`config.mk`:
```
export PLATFORM = sky130hd
export DESIGN_NAME = slice_serial_adder
export DESIGN_NICKNAME = d
export VERILOG_FILES = /design/src/rtl/slice_serial_adder.sv
export SDC_FILE = /design/constraint.sdc
export NUM_CORES = 1
export LEC_CHECK = 0
export BUFFER_PORTS_ARGS = -buffer_cell sky130_fd_sc_hd__buf_2
export CORE_UTILIZATION = 40
export DETAILED_ROUTE_END_ITERATION = 8
export SLEW_MARGIN = 30
export SYNTH_ARGS = -nofsm -noshare
export SYNTH_HDL_FRONTEND = slang
export SYNTH_SLANG_ARGS = --single-unit
```
`constraint.sdc`:
```
create_clock -name clk -period 1.9 [get_ports clk]
set_clock_uncertainty 0.05 [all_clocks]
set_input_delay 0.19 -clock clk [delete_from_list [all_inputs] [get_ports clk]]
set_output_delay 0.19 -clock clk [all_outputs]
set_load 0.02 [all_outputs]
```
`src/rtl/slice_serial_adder.sv`:
```
// slice_serial_adder: multi-cycle add/subtract of two WIDTH-bit operands,
// SLICE bits per clock through a registered carry, with valid/ready handshakes
// on both sides and a {carry, sum} result plus signed-overflow flag.
module slice_serial_adder #(
  parameter int unsigned WIDTH = 8,
  parameter int unsigned SLICE = 2
) (
  input  logic             clk,
  input  logic             rst,
  input  logic             in_valid,
  output logic             in_ready,
  input  logic [WIDTH-1:0] in_a,
  input  logic [WIDTH-1:0] in_b,
  input  logic             in_cin,
  input  logic             in_sub,
  output logic             out_valid,
  input  logic             out_ready,
  output logic [WIDTH:0]   out_res,
  output logic             out_ovf,
  output logic             busy
);

  localparam int unsigned N     = (SLICE > 0) ? (WIDTH / SLICE) : 1;
  localparam int unsigned CNT_W = (N > 1) ? $clog2(N) : 1;

  // Reject parameter sets that cannot be processed in whole slices
  if ((WIDTH < 1) || (SLICE < 1) || ((WIDTH % SLICE) != 0)) begin : g_param_err
    $error("slice_serial_adder: WIDTH must be >= 1 and a multiple of SLICE >= 1");
  end

  typedef enum logic [1:0] {
    IDLE = 2'd0,
    RUN  = 2'd1,
    DONE = 2'd2
  } state_t;

  state_t             state_q, state_d;
  logic [WIDTH-1:0]   opa_q, opa_d;
  logic [WIDTH-1:0]   opb_q, opb_d;
  logic               carry_q, carry_d;
  logic [WIDTH-1:0]   sum_q, sum_d;
  logic [CNT_W-1:0]   cnt_q, cnt_d;
  logic [WIDTH:0]     res_q, res_d;
  logic               ovf_q, ovf_d;
  logic               in_ready_q, in_ready_d;
  logic               out_valid_q, out_valid_d;
  logic               busy_q, busy_d;

  logic [SLICE:0]       slice_add;
  logic [WIDTH+SLICE-1:0] sum_cat;
  logic [WIDTH-1:0]     sum_shift;
  logic                 top_ovf;
  logic                 last_slice;

  // State, datapath and handshake flag registers with synchronous reset
  always_ff @(posedge clk) begin
    if (rst) begin
      state_q     <= IDLE;
      opa_q       <= '0;
      opb_q       <= '0;
      carry_q     <= 1'b0;
      sum_q       <= '0;
      cnt_q       <= '0;
      res_q       <= '0;
      ovf_q       <= 1'b0;
      in_ready_q  <= 1'b1;
      out_valid_q <= 1'b0;
      busy_q      <= 1'b0;
    end else begin
      state_q     <= state_d;
      opa_q       <= opa_d;
      opb_q       <= opb_d;
      carry_q     <= carry_d;
      sum_q       <= sum_d;
      cnt_q       <= cnt_d;
      res_q       <= res_d;
      ovf_q       <= ovf_d;
      in_ready_q  <= in_ready_d;
      out_valid_q <= out_valid_d;
      busy_q      <= busy_d;
    end
  end

  // Next-state, slice arithmetic and result capture
  always_comb begin
    state_d = state_q;
    opa_d   = opa_q;
    opb_d   = opb_q;
    carry_d = carry_q;
    sum_d   = sum_q;
    cnt_d   = cnt_q;
    res_d   = res_q;
    ovf_d   = ovf_q;

    slice_add  = {1'b0, opa_q[SLICE-1:0]} + {1'b0, opb_q[SLICE-1:0]} + (SLICE+1)'(carry_q);
    // New slice enters at the top; after N slices the LSB slice sits at bit 0
    sum_cat    = {slice_add[SLICE-1:0], sum_q};
    sum_shift  = WIDTH'(sum_cat >> SLICE);
    // Carry into the MSB is a^b^s at that bit; overflow is that XOR carry-out
    top_ovf    = opa_q[SLICE-1] ^ opb_q[SLICE-1] ^ slice_add[SLICE-1] ^ slice_add[SLICE];
    last_slice = (cnt_q == CNT_W'(N - 1));

    unique case (state_q)
      IDLE: begin
        if (in_valid) begin
          state_d = RUN;
          opa_d   = in_a;
          opb_d   = in_sub ? ~in_b : in_b;
          carry_d = in_cin ^ in_sub;
          cnt_d   = '0;
        end
      end
      RUN: begin
        opa_d   = opa_q >> SLICE;
        opb_d   = opb_q >> SLICE;
        carry_d = slice_add[SLICE];
        sum_d   = sum_shift;
        cnt_d   = cnt_q + CNT_W'(1);
        if (last_slice) begin
          res_d   = {slice_add[SLICE], sum_shift};
          ovf_d   = top_ovf;
          cnt_d   = '0;
          state_d = DONE;
        end
      end
      DONE: begin
        if (out_ready) begin
          state_d = IDLE;
        end
      end
      default: begin
        state_d = IDLE;
      end
    endcase

    in_ready_d  = (state_d == IDLE);
    out_valid_d = (state_d == DONE);
    busy_d      = (state_d != IDLE);
  end

  assign in_ready  = in_ready_q;
  assign out_valid = out_valid_q;
  assign busy      = busy_q;
  assign out_res   = res_q;
  assign out_ovf   = ovf_q;

endmodule

```
==> Word level (Yosys, flattened, before mapping) <==
Cells that the tools add are included.
{ "totals": {"ff_bits": 42, "in_bits": 22, "output_inout_bits": 13, "wordCells": 44} }
{ "op_classes": {"n_addsub": 3, "n_eq_ne": 5, "n_mux": 14, "n_bitwise": 5, "reduce_logical": 6} }
{ "ops": {"columns": ["operator", "n"], "rows": [
  ["$pmux 8 s2", 2],
  ["$mux 8", 3],
  ["$mux 2", 5],
  ["$not 8->8", 1],
  ["$eq 2x2->1 const B", 3],
  ["$pmux 2 s3", 1],
  ["$logic_not 2->1", 2],
  ["$pmux 2 s2", 1],
  ["$reduce_and 2->1", 2],
  ["$reduce_bool 2->1", 2],
  ["$xor 1x1->1", 4],
  ["$add 2x2->3", 1],
  ["$add 3x1->3", 1],
  ["$add 2x1->2 const B", 1],
  ["$eq 2x1->1 const B", 1],
  ["$ne 2x2->1 const B", 1],
  ["$pmux 1 s2", 1],
  ["$mux 1", 1]
]} }

==> Logic depth before layout (Yosys ltp) <==
Gate-level depths: netlist (run 1).
{ "depth": {"word_depth": 4, "ltp_mapped": 6, "depth_no_buf": 6} }

==> Least setup slack after synthesis (run 1) <==
OpenSTA, ideal clock, no wires.
{ "synth_path": {"path_kind": "register -> register", "from": "register opa_q[0]", "to": "register ovf_q (netlist: out_ovf)", "arrival_ps": 1709, "required_time_ps": 1763, "slack_ps": 54, "stages_incl_launch_ff": 7, "path_buffers": 0, "path_cell_list": "dfxtp_1 > inv_1 > fa_1 > fa_1 > xor2_1 > xnor2_1 > o31ai_1"} }
{ "synth_between": {"elab_chain_len": 4} }
{ "synth_lines": {"columns": ["element", "line", "text"], "rows": [
  ["start, declared", "38", "logic [WIDTH-1:0] opa_q, opa_d;"],
  ["start signal, assigned", "71", "opa_q <= opa_d;"],
  ["$add 2x2->3 (*)", "95", "slice_add = {1'b0, opa_q[SLICE-1:0]} + {1'b0, opb_q[SLICE-1:0]} + (SLICE+1)'(carry_q);"],
  ["$add 3x1->3 (*)", "95", null],
  ["$xor 1x1->1", "100", "top_ovf = opa_q[SLICE-1] ^ opb_q[SLICE-1] ^ slice_add[SLICE-1] ^ slice_add[SLICE];"],
  ["$xor 1x1->1 (*)", "100", null],
  ["end signal, assigned", "77", "ovf_q <= ovf_d;"],
  ["end, declared", "44", "logic ovf_q, ovf_d;"]
]} }
Mark *: on every way between the ends. The rest lies on a longest branch, timed or not.
A chain may end at the register's enable or synchronous reset.

==> Worst setup path in the final report (run 1) <==
Same ends and word-level chain as after synthesis.

==> results of run 1 <==
[Yosys cell counts, drive strengths merged, types with 2 or more instances]
master and number:
nand3b 6, a211oi 10, nor2 22, o21ai 4, a22oi 12, o22ai 4, dfxtp 40, xor2 10
clkbuf 4, ha 2, a221oi 2, o32ai 3, buf 8, o2bb2ai 2, nand2 12, mux2i 4
a21oi 9, fa 2, inv 7
[layer usage]
| metal | up-vias | wire length (um) | global-route usage (%) |
|---|---|---|---|
| met3 | 7 | 95 | 4.62 |
| li1 | 686 | - | - |
| met2 | 22 | 1730 | 28.2 |
| met1 | 656 | 1610 | 22.9 |
| met5 | - | 0 | 0 |
| met4 | 0 | 70 | 9.31 |
[power by group through the flow]
| stage | logic, W | clock network, W | registers, W |
|---|---|---|---|
| floorplan | 0.000160 | 0 | 0.000918 |
| detailed placement | 0.000222 | 0 | 0.000924 |
| CTS | 0.000224 | 0.000746 | 0.000906 |
| global placement | 0.000213 | 0 | 0.000923 |
| global route | 0.000254 | 0.000791 | 0.000912 |
| finish | 0.000228 | 0.000725 | 0.000906 |
[state kept, by name (all words and copies together) (netlist names)]
signal / count
state_q: 2
opa_q: 8
out_ovf: 1
cnt_q: 2
out_valid: 1
busy: 1
out_res: 9
in_ready: 1
opb_q: 8
sum_q: 6
carry_q: 1
[logic make-up after synthesis]
kind of cell | count (synthesis) | synth area share (%)
AOI/OAI and AO/OA | 51 | 21.4
xor gates and xnor gates | 11 | 5.70
adders and majority gates | 4 | 3.85
buffers and inverters | 19 | 5.77
DFF | 40 | 47.3
muxes | 4 | 2.37
and+or+nand+nor | 47 | 13.6
[worst max-delay path, cell delays in order, from the launching register on]
cell	delay, ps
dfxtp_2	330
inv_2	40
fa_2	380
fa_1	520
xor2_1	170
xnor2_1	80
o31ai_1	190
[area by class of cell]
type                            count  area, um^2  area share [%]
Inverter                            7        26.3            1.30
Clock inverter                      2        38.8            1.92
Multi-Input combinational cell    117         796            39.5
Tap cell                           50        62.6            3.10
Sequential cell                    40         802            39.8
Clock buffer                        6        82.6            4.10
Timing Repair Buffer               39         208            10.3
[path summary, 6_finish.rpt]
kind / depth (start not counted) / slack [ps] / startpoint / end
worst min register to register: 2 / 410 / out_res[0]$_SDFFE_PP0P_ / out_res[0]$_SDFFE_PP0P_
worst min-delay path: 3 / 100 / in_a[6] / opa_q[6]$_SDFFE_PP0P_
worst max-delay path: 6 / 40 / opa_q[0]$_SDFFE_PP0P_ / out_ovf$_SDFFE_PP0P_
worst max register to register: 6 / 40 / opa_q[0]$_SDFFE_PP0P_ / out_ovf$_SDFFE_PP0P_
[metrics by stage]
stage          instances  setup TNS, ps  instance area [um^2]
3_3_place_gp         252              0                  1880
4_1_cts              260              0                  2010
5_1_grt              261          -7.52                  2020
2_1_floorplan        176              0                  1690
3_5_place_dp         252          -18.0                  1880
6_report             261              0                  2020
[repair_timing]
item,CTS,global route
pin swaps,1,2
hold endpoints to repair,0,0
buffers inserted,0,1
endpoints found under the setup margin,1,1
gates resized for setup,3,1
hold buffers,0,0
==> impl_summary.log, run 1 <==
INFO  metric clock_tree.buffer_depth = 2
INFO  metric leakagePower = between 0.8 and 0.9 nW
INFO  metric vias = ~1400
INFO  metric worst_skew_pair.late_latency = approximately 290 ps
INFO  metric globalRoute.totalOverflow = 0
INFO  metric design.final.nets = 236
INFO  metric grt_setup_unrepaired = yes
INFO  metric synth.net_count = between 200 and 250
INFO  metric holdWs = 99.5 ps
INFO  metric route.detailed.drc = 0
INFO  metric grt_max_degree = 33
INFO  metric grt_first_pass_wirelength = between 6000 and 7000 um
INFO  metric fin_util = around 50%
INFO  metric yosys_register_bits = 40
INFO  metric p_sw = roughly 0.00044 W
INFO  metric worst_setup_path_start_kind = register
INFO  metric detail_route.iter0.violations = just over 40
INFO  metric p_sw_share = around a quarter
INFO  metric clk_pin_slew = ~80 ps
INFO  metric post-place-ws = -18.0 ps
INFO  metric edff_count_synth = 0
INFO  metric areaGrowthSynthToFinish = 19.2%
INFO  metric detail-route-antenna-nets = 0
INFO  metric core_region_area = a little over 4000 um^2
INFO  metric synth.area.top_cells = dfxtp_1, a22oi_1, xor2_1
INFO  metric relSlewSlack = ~64%
INFO  metric comb_power_share = ~12%
INFO  metric yosys.area.top_type_share = between 40 and 50%
INFO  metric worst-path-max-fanout = 2
INFO  metric numCtsBuffers = 5
INFO  metric layout.filler_cells = 405
INFO  metric cts_tree = built
INFO  metric antenna-diode-count = 0
INFO  metric most-common-layout-cells = dfxtp_1, buf_2, nor2_1
INFO  metric synthesis.area_per_instance = slightly below 10 um^2
INFO  metric critPathCaptureType = register
INFO  metric routed_wirelength = ~3500 um
INFO  metric cell_pwr_density = about 920 nW/um^2
INFO  metric cellInternalPower = 0.00142 W
INFO  metric clock_tree.htree_level_count = 2
INFO  metric fp.dieH = 67.0 um
INFO  metric clockPowerShare = 39.0%
INFO  metric synth-seq-area-share = 47.3%
INFO  metric cap_viol_max_count = 0
INFO  metric place.detailed.hpwl = approximately 2600 um
INFO  metric syn-cell-area = about 1700 um^2
INFO  metric p_total = 0.00186 W
INFO  metric die_x = between 60 and 70 um
INFO  metric worst_ep_required_time = a little over 2000 ps
INFO  metric tightest_slew = ~540 ps
INFO  metric largest_vdd_supply_drop = approximately 0.39 mV
INFO  metric cts_sinks = 40
INFO  metric final_hold_viol_count = 0
INFO  metric setup-violations-final = 0
INFO  metric post-route-period-util = between 90% and 100%
INFO  metric crit_type = reg2reg
INFO  metric seq_power_share = between 40% and 50%
INFO  metric share_of_cells_above_drive_strength_1 = between 20 and 30%
INFO  metric ys_types = 37
INFO  metric maxClockFrequency = 0.539 GHz
INFO  metric netlist_instances = 176
INFO  metric cp_data_arrival_time = roughly 2000 ps
INFO  metric numPortBuffers = 34
INFO  metric synthArstFlopShare = 0%
INFO  metric routed_via_density = ~5.3
INFO  metric ys_warn_count = 0
INFO  metric status = completed
INFO  metric min_path_type = in2reg
INFO  metric number_of_placed_i_o_pins = 35
INFO  metric synthDominantAreaCellType = dfxtp_1
INFO  metric rd_place_congestion = between 0.7 and 0.8
INFO  metric initial_core_util = between 40% and 50%
INFO  metric ys_dominant_reg_cell = dfxtp_1
INFO  metric cts_root_buffer = clkbuf_8
INFO  metric antenna_found_initial = 0
INFO  metric layout_commonest_cell = dfxtp_1
INFO  metric die_area = about 4500 um^2
INFO  metric global_route.usage.total = between 15 and 20%
INFO  metric layout_min_cycle_time = roughly 1900 ps
INFO  metric finalWorstSetupSlack = approximately 45 ps
INFO  metric drt-wirelength-per-cell = 13.4 um
INFO  metric rows = 23
INFO  metric first_global_vias = 1347
INFO  metric drv_slew = 0
INFO  metric detail_route.first_pass.iterations = 4
No activity file was read; power rests on OpenSTA's default activity.
==> run 2, diff against run 1 <==
--- a/config.mk
+++ b/config.mk
@@ -5,9 +5,9 @@
 export SDC_FILE = /design/constraint.sdc
 export NUM_CORES = 1
 export LEC_CHECK = 0
-export BUFFER_PORTS_ARGS = -buffer_cell sky130_fd_sc_hd__buf_2
 export CORE_UTILIZATION = 40
 export DETAILED_ROUTE_END_ITERATION = 8
+export DONT_BUFFER_PORTS = 1
 export SLEW_MARGIN = 30
 export SYNTH_ARGS = -nofsm -noshare
 export SYNTH_HDL_FRONTEND = slang
==> constraint.sdc (replaced) <==
create_clock -name clk -period 1.77 [get_ports clk]
set_clock_uncertainty 0.05 [all_clocks]
set_input_delay 0.177 -clock clk [delete_from_list [all_inputs] [get_ports clk]]
set_output_delay 0.177 -clock clk [all_outputs]
set_load 0.02 [all_outputs]
==> run 2 against run 1 <==
  * The run now ends with setup timing left
  * Register-to-register slack got worse by 80 ps
  * Sequential power increased by 7.6%
  * Routed wire length decreased by 3.1%
  * Non-clock buffer count decreased by 31
  * First-iteration DRC count decreased by 32%
  * Critical path depth unchanged
  * Sequential share of layout area increased by 3.8 points
  * Via count decreased by 7.4%
  * Fmax increased by 2.8%
  * Die area unchanged
  * Setup slack got worse by 79 ps
  * Utilization decreased by 4.3 points
  * Largest cell class unchanged
==> impl_summary.log, run 2 (synthesis gave the netlist of run 1 again) <==
INFO  metric cts_sinks = 40
INFO  metric post-route-period-util = 102%
INFO  metric setup-violations-final = 1
INFO  metric routed_wirelength = about 3400 um
INFO  metric fp.dieH = roughly 67 um
INFO  metric antenna_found_initial = 0
INFO  metric worst-path-max-fanout = 2
INFO  metric detail_route.iter0.violations = 28
INFO  metric cell_pwr_density = roughly 960 nW/um^2
INFO  metric cap_viol_max_count = 0
INFO  metric route.detailed.drc = 0
INFO  metric clock_tree.htree_level_count = 2
INFO  metric drt-wirelength-per-cell = ~15 um
INFO  metric maxClockFrequency = 0.554 GHz
INFO  metric largest_register_ffs = 9
INFO  metric antenna-diode-count = 0
INFO  metric layout_min_cycle_time = between 1500 and 2000 ps
INFO  metric numPortBuffers = 0
INFO  metric cts_root_buffer = clkbuf_8
INFO  metric crit_type = reg2reg
INFO  metric layout.filler_cells = between 400 and 500
INFO  metric share_of_cells_above_drive_strength_1 = 14.0%
INFO  metric numCtsBuffers = 5
INFO  metric vias = about 1300
INFO  metric number_of_placed_i_o_pins = 35
INFO  metric areaGrowthSynthToFinish = 9.02%
INFO  metric detail_route.first_pass.iterations = 4
INFO  metric largest_vdd_supply_drop = roughly 0.56 mV
INFO  metric finalWorstSetupSlack = -33.8 ps
INFO  metric global_route.usage.total = approximately 17%
INFO  metric multi_input_comb_area = about 800 um^2
INFO  metric layoutNonFillerInstCount = between 200 and 250
INFO  metric postCtsSetupRepairBufs = 0
INFO  metric min_path_cells = 2
INFO  metric cts_tree = built
INFO  metric tightest_slew = roughly 560 ps
INFO  metric design.final.nets = between 200 and 250
INFO  metric core_region_area = 4030 um^2
INFO  metric grt_max_degree = 37
INFO  metric critPathCaptureType = register
INFO  metric place_inst = 220
INFO  metric die_x = roughly 67 um
INFO  metric flip_flop_and_latch_area = 803 um^2
INFO  metric place_area = 1730 um^2
INFO  metric first_global_vias = 1189
INFO  metric place.detailed.hpwl = 2310 um
INFO  metric grt_setup_unrepaired = yes
INFO  metric globalRoute.totalOverflow = 0
INFO  metric routed_via_density = approximately 5.5
INFO  metric die_area = 4490 um^2
INFO  metric failed_checks = setup timing
INFO  metric final_hold_viol_count = 0
INFO  metric status = finished, violations left
INFO  metric rr_worst_depth = 6
INFO  metric rd_place_congestion = about 0.76
INFO  metric clk_pin_slew = ~80 ps
INFO  metric initial_core_util = about two fifths
INFO  metric clock_tree.buffer_depth = 2
INFO  metric drv_slew = 0
INFO  metric cp_data_arrival_time = between 1500 and 2000 ps
INFO  metric layout_commonest_cell = dfxtp_1
INFO  metric min_path_type = in2reg
INFO  metric worst_skew_pair.late_latency = slightly below 300 ps
INFO  metric grt_first_pass_wirelength = ~5500 um
INFO  metric detail-route-antenna-nets = 0
INFO  metric worst_setup_path_start_kind = register
INFO  metric rows = 23
INFO  metric leakagePower = ~0.67 nW
INFO  metric most-common-layout-cells = dfxtp_1, nor2_1, a22oi_1, nand2_1
INFO  metric worst_ep_required_time = around 1900 ps
INFO  metric relSlewSlack = a little over three fifths
INFO  metric postLayoutCellArea = between 1500 and 2000 um^2
run 2: changes by cell type in the layout (fill, tap and decap cells not counted), sizes merged:
| cell | previous run | this run |
|---|---|---|
| clkbuf | 6 | 5 |
| buf | 39 | 7 |
| clkinvlp | 0 | 1 |
| bufinv | 1 | 0 |
| dlygate4sd3 | 0 | 1 |
run 2: area by class of cell:
type	count	share of cell area (%)
Sequential cell	40	43.6
Multi-Input combinational cell	117	43.1
Timing Repair Buffer	8	4.07
Clock buffer	5	3.73
Tap cell	50	3.39
Inverter	7	1.42
Clock inverter	2	0.678
run 2: routing by layer:
metal  share of wire [%]  GRT usage (%)  vias to the layer above
met4                 1.4           7.18                        0
li1                    -              -                      623
met5                   0              0                        -
met3                 4.0           5.31                        7
met1                  46           20.7                      616
met2                  48           26.6                       23
run 2: worst max-delay path, cell delays in order, from the launching register on:
cell and delay, ps:
dfxtp_2 320, inv_2 40, fa_2 380, fa_1 470, xor2_1 180, xnor2_1 120
o31ai_1 170
run 2: path summary, 6_finish.rpt:
check / end / slack, ps / from
hold / removal: opa_q[6]$_SDFFE_PP0P_ / 6 / in_a[6]
hold reg to reg: out_res[0]$_SDFFE_PP0P_ / 410 / sum_q[2]$_SDFFE_PP0P_
setup / recovery: out_ovf$_SDFFE_PP0P_ / -30 / carry_q$_SDFFE_PP0P_
setup reg to reg: out_ovf$_SDFFE_PP0P_ / -30 / carry_q$_SDFFE_PP0P_
run 2: through the flow:
| stage | setup TNS [ps] | setup WS [ps] | hold slack [ps] | util (%) | total power (W) |
|---|---|---|---|---|---|
| floorplan | -58.4 | -58.4 | 275 | - | 0.00116 |
| global placement | -65.6 | -65.6 | 202 | 43.0 | 0.00118 |
| detailed placement | -86.2 | -86.2 | 203 | 43.0 | 0.00119 |
| CTS | -36.6 | -36.6 | 4.98 | 45.8 | 0.00178 |
| global route | -117 | -117 | 3.56 | 45.8 | 0.00185 |
| finish | -33.8 | -33.8 | 6.09 | 45.8 | 0.00177 |
run 2: what timing repair did:
item                                    in CTS  in global routing
resized for setup                            4                  0
endpoints found under the hold margin       36                  0
pin swaps                                    3                  0
endpoints found under the setup margin       1                  1
hold buffers                                 2                  0
run 2: power breakdown:
| group | switching [W] | leakage [nW] | internal (W) | total, W |
|---|---|---|---|---|
| logic | 0.000110 | 0.302 | 0.000102 | 0.000212 |
| clock network | 0.000312 | 0.0400 | 0.000267 | 0.000579 |
| registers | 0.0000309 | 0.328 | 0.000944 | 0.000975 |
==> run 3, diff against run 2 <==
--- a/config.mk
+++ b/config.mk
@@ -6,6 +6,7 @@
 export NUM_CORES = 1
 export LEC_CHECK = 0
 export CORE_UTILIZATION = 40
+export CTS_CLUSTER_DIAMETER = 120
 export DETAILED_ROUTE_END_ITERATION = 8
 export DONT_BUFFER_PORTS = 1
 export SLEW_MARGIN = 30
==> constraint.sdc (replaced) <==
create_clock -name clk -period 1.77 [get_ports clk]
set_clock_uncertainty 0.05 [all_clocks]
set_input_delay 0.177 -clock clk [delete_from_list [all_inputs] [get_ports clk]]
set_output_delay 0.177 -clock clk [all_outputs]
set_load 0.1 [all_outputs]
==> run 3 against run 2 <==
  * The flow still finishes with violations (setup timing)
  * Cell count increased by 7.4%
  * Die area unchanged
  * Fmax decreased by 4.2%
  * Critical path depth unchanged
  * Critical path type unchanged
  * Largest cell class unchanged
==> impl_summary.log, run 3 (synthesis gave the netlist of run 1 again) <==
INFO  metric maxClockFrequency = around 0.53 GHz
INFO  metric fp.dieH = roughly 67 um
INFO  metric place.detailed.hpwl = between 2000 and 2500 um
INFO  metric min_path_cells = 2
INFO  metric grt_max_degree = 37
INFO  metric crit_type = reg2reg
INFO  metric leakagePower = 0.791 nW
INFO  metric relSlewSlack = 66.9%
INFO  metric fin_tns_setup = -113 ps
INFO  metric clock_tree.buffer_depth = 2
INFO  metric routed_via_density = ~5.3
INFO  metric die_x = about 67 um
INFO  metric cts_tree = built
INFO  metric cap_viol_max_count = 0
INFO  metric detail_route.iter0.violations = 66
INFO  metric cp_data_arrival_time = 2030 ps
INFO  metric fin_util = between 50% and 60%
INFO  metric status = finished, violations left
INFO  metric largest_register_ffs = 9
INFO  metric antenna_found_initial = 0
INFO  metric share_of_cells_above_drive_strength_1 = just over 20%
INFO  metric hold_end = opb_q[2]$_SDFFE_PP0P_
INFO  metric cell_pwr_density = ~1100 nW/um^2
INFO  metric failed_checks = setup timing
INFO  metric detail_route.wirelength.met1 = roughly 1700 um
INFO  metric crit-reg2reg-launch = opa_q[0]$_SDFFE_PP0P_
INFO  metric layoutNonFillerInstCount = around 250
INFO  metric setup-violations-final = 1
INFO  metric detail-route-antenna-nets = 0
INFO  metric most-common-layout-cells = dfxtp_1, nor2_1, buf_4
INFO  metric layout_min_cycle_time = between 1500 and 2000 ps
INFO  metric cts_root_buffer = clkbuf_8
INFO  metric worst_ep_required_time = 1920 ps
INFO  metric post-route-period-util = 106%
INFO  metric grt_first_pass_wirelength = roughly 5700 um
INFO  metric rows = 23
INFO  metric min_path_type = in2reg
INFO  metric worst_skew_pair.late_latency = approximately 290 ps
INFO  metric globalRoute.totalOverflow = 0
INFO  metric layout.filler_cells = approximately 380
INFO  metric tightest_slew = approximately 500 ps
INFO  metric rd_place_congestion = 0.798
INFO  metric place_inst = 234
INFO  metric initial_core_util = a little over two fifths
INFO  metric design.final.nets = between 200 and 250
INFO  metric dr_wl_met2 = 1700 um
INFO  metric die_area = 4490 um^2
INFO  metric worst_r2r_endpoint = out_ovf$_SDFFE_PP0P_
INFO  metric routed_wirelength = about 3500 um
INFO  metric numCtsBuffers = 5
INFO  metric critPathCaptureType = register
INFO  metric layout_commonest_cell = dfxtp_1
INFO  metric clock_tree.htree_level_count = 2
INFO  metric reg2reg_setup_slack = -110 ps
INFO  metric drv_slew = 0
INFO  metric worst-path-max-fanout = 2
INFO  metric route.detailed.drc = 0
INFO  metric largest_vdd_supply_drop = 0.551 mV
INFO  metric rr_worst_depth = 6
INFO  metric first_global_vias = approximately 1300
INFO  metric antenna-diode-count = 0
INFO  metric drt-wirelength-per-cell = 14.2 um
INFO  metric numPortBuffers = 0
INFO  metric finalWorstSetupSlack = -113 ps
INFO  metric hp-start = rst
INFO  metric global_route.usage.total = between 15 and 20%
INFO  metric areaGrowthSynthToFinish = 21.1%
INFO  metric core_region_area = 4030 um^2
INFO  metric detail_route.first_pass.iterations = 4
INFO  metric post-place-ws = -154 ps
INFO  metric clk_pin_slew = roughly 80 ps
INFO  metric grt_setup_unrepaired = yes
INFO  metric p_total = 0.00224 W
INFO  metric worst_setup_path_start_kind = register
INFO  metric met3_length = between 100 and 150 um
INFO  metric vias = 1302
INFO  metric top_layer = met4
INFO  metric number_of_placed_i_o_pins = 35
INFO  metric cts_sinks = 40
INFO  metric final_hold_viol_count = 0
## run 3: final cells by class
type / instances / area [um^2] / area share (%)
Sequential cell: 40 / 802 / 39.2
Multi-Input combinational cell: 117 / 801 / 39.1
Timing Repair Buffer: 24 / 198 / 9.65
Clock inverter: 3 / 90.1 / 4.40
Clock buffer: 5 / 68.8 / 3.36
Tap cell: 50 / 62.6 / 3.05
Inverter: 7 / 26.3 / 1.28
## run 3: metrics by stage
stage	hold slack [ps]	cell area, um^2
6_report	26.7	2050
5_1_grt	21.5	2050
4_1_cts	18.6	2040
3_5_place_dp	206	1840
3_3_place_gp	202	1840
2_1_floorplan	275	1690
## run 3: metal layers
layer	up-vias	GRT usage (%)
met4	0	6.65
met1	624	19.8
met2	18	29.4
met5	-	0
met3	4	5.31
li1	656	-
## run 3: timing repair
item,4_1_cts,5_1_grt
buffers inserted,0,2
setup endpoints to repair,2,2
hold endpoints to repair,36,0
hold buffers,3,0
resized for setup,2,1
pin swaps,2,1
## run 3: worst max-delay path by stage
stage / start / to
finish: opa_q[0]$_SDFFE_PP0P_ / out_ovf$_SDFFE_PP0P_
CTS: opa_q[0]$_SDFFE_PP0P_ / out_ovf$_SDFFE_PP0P_
global route: opa_q[0]$_SDFFE_PP0P_ / out_ovf$_SDFFE_PP0P_
detailed placement: opa_q[0]$_SDFFE_PP0P_ / out_ovf$_SDFFE_PP0P_
global placement: opa_q[0]$_SDFFE_PP0P_ / out_ovf$_SDFFE_PP0P_
floorplan: opa_q[0]$_SDFFE_PP0P_ / out_ovf$_SDFFE_PP0P_
## run 3: power by group
| part | switching [W] | leakage [nW] | internal, W |
|---|---|---|---|
| clock network | 0.000311 | 0.0784 | 0.000705 |
| logic | 0.000141 | 0.386 | 0.000113 |
| registers | 0.0000271 | 0.327 | 0.000944 |
| total | 0.000479 | 0.791 | 0.00176 |
## run 3: worst max-delay path, cell delays in order, from the launching register on
cell and delay, ps:
dfxtp_2 330, inv_2 40, fa_2 380, fa_1 470
xor2_1 180, xnor2_1 130, o31ai_1 210
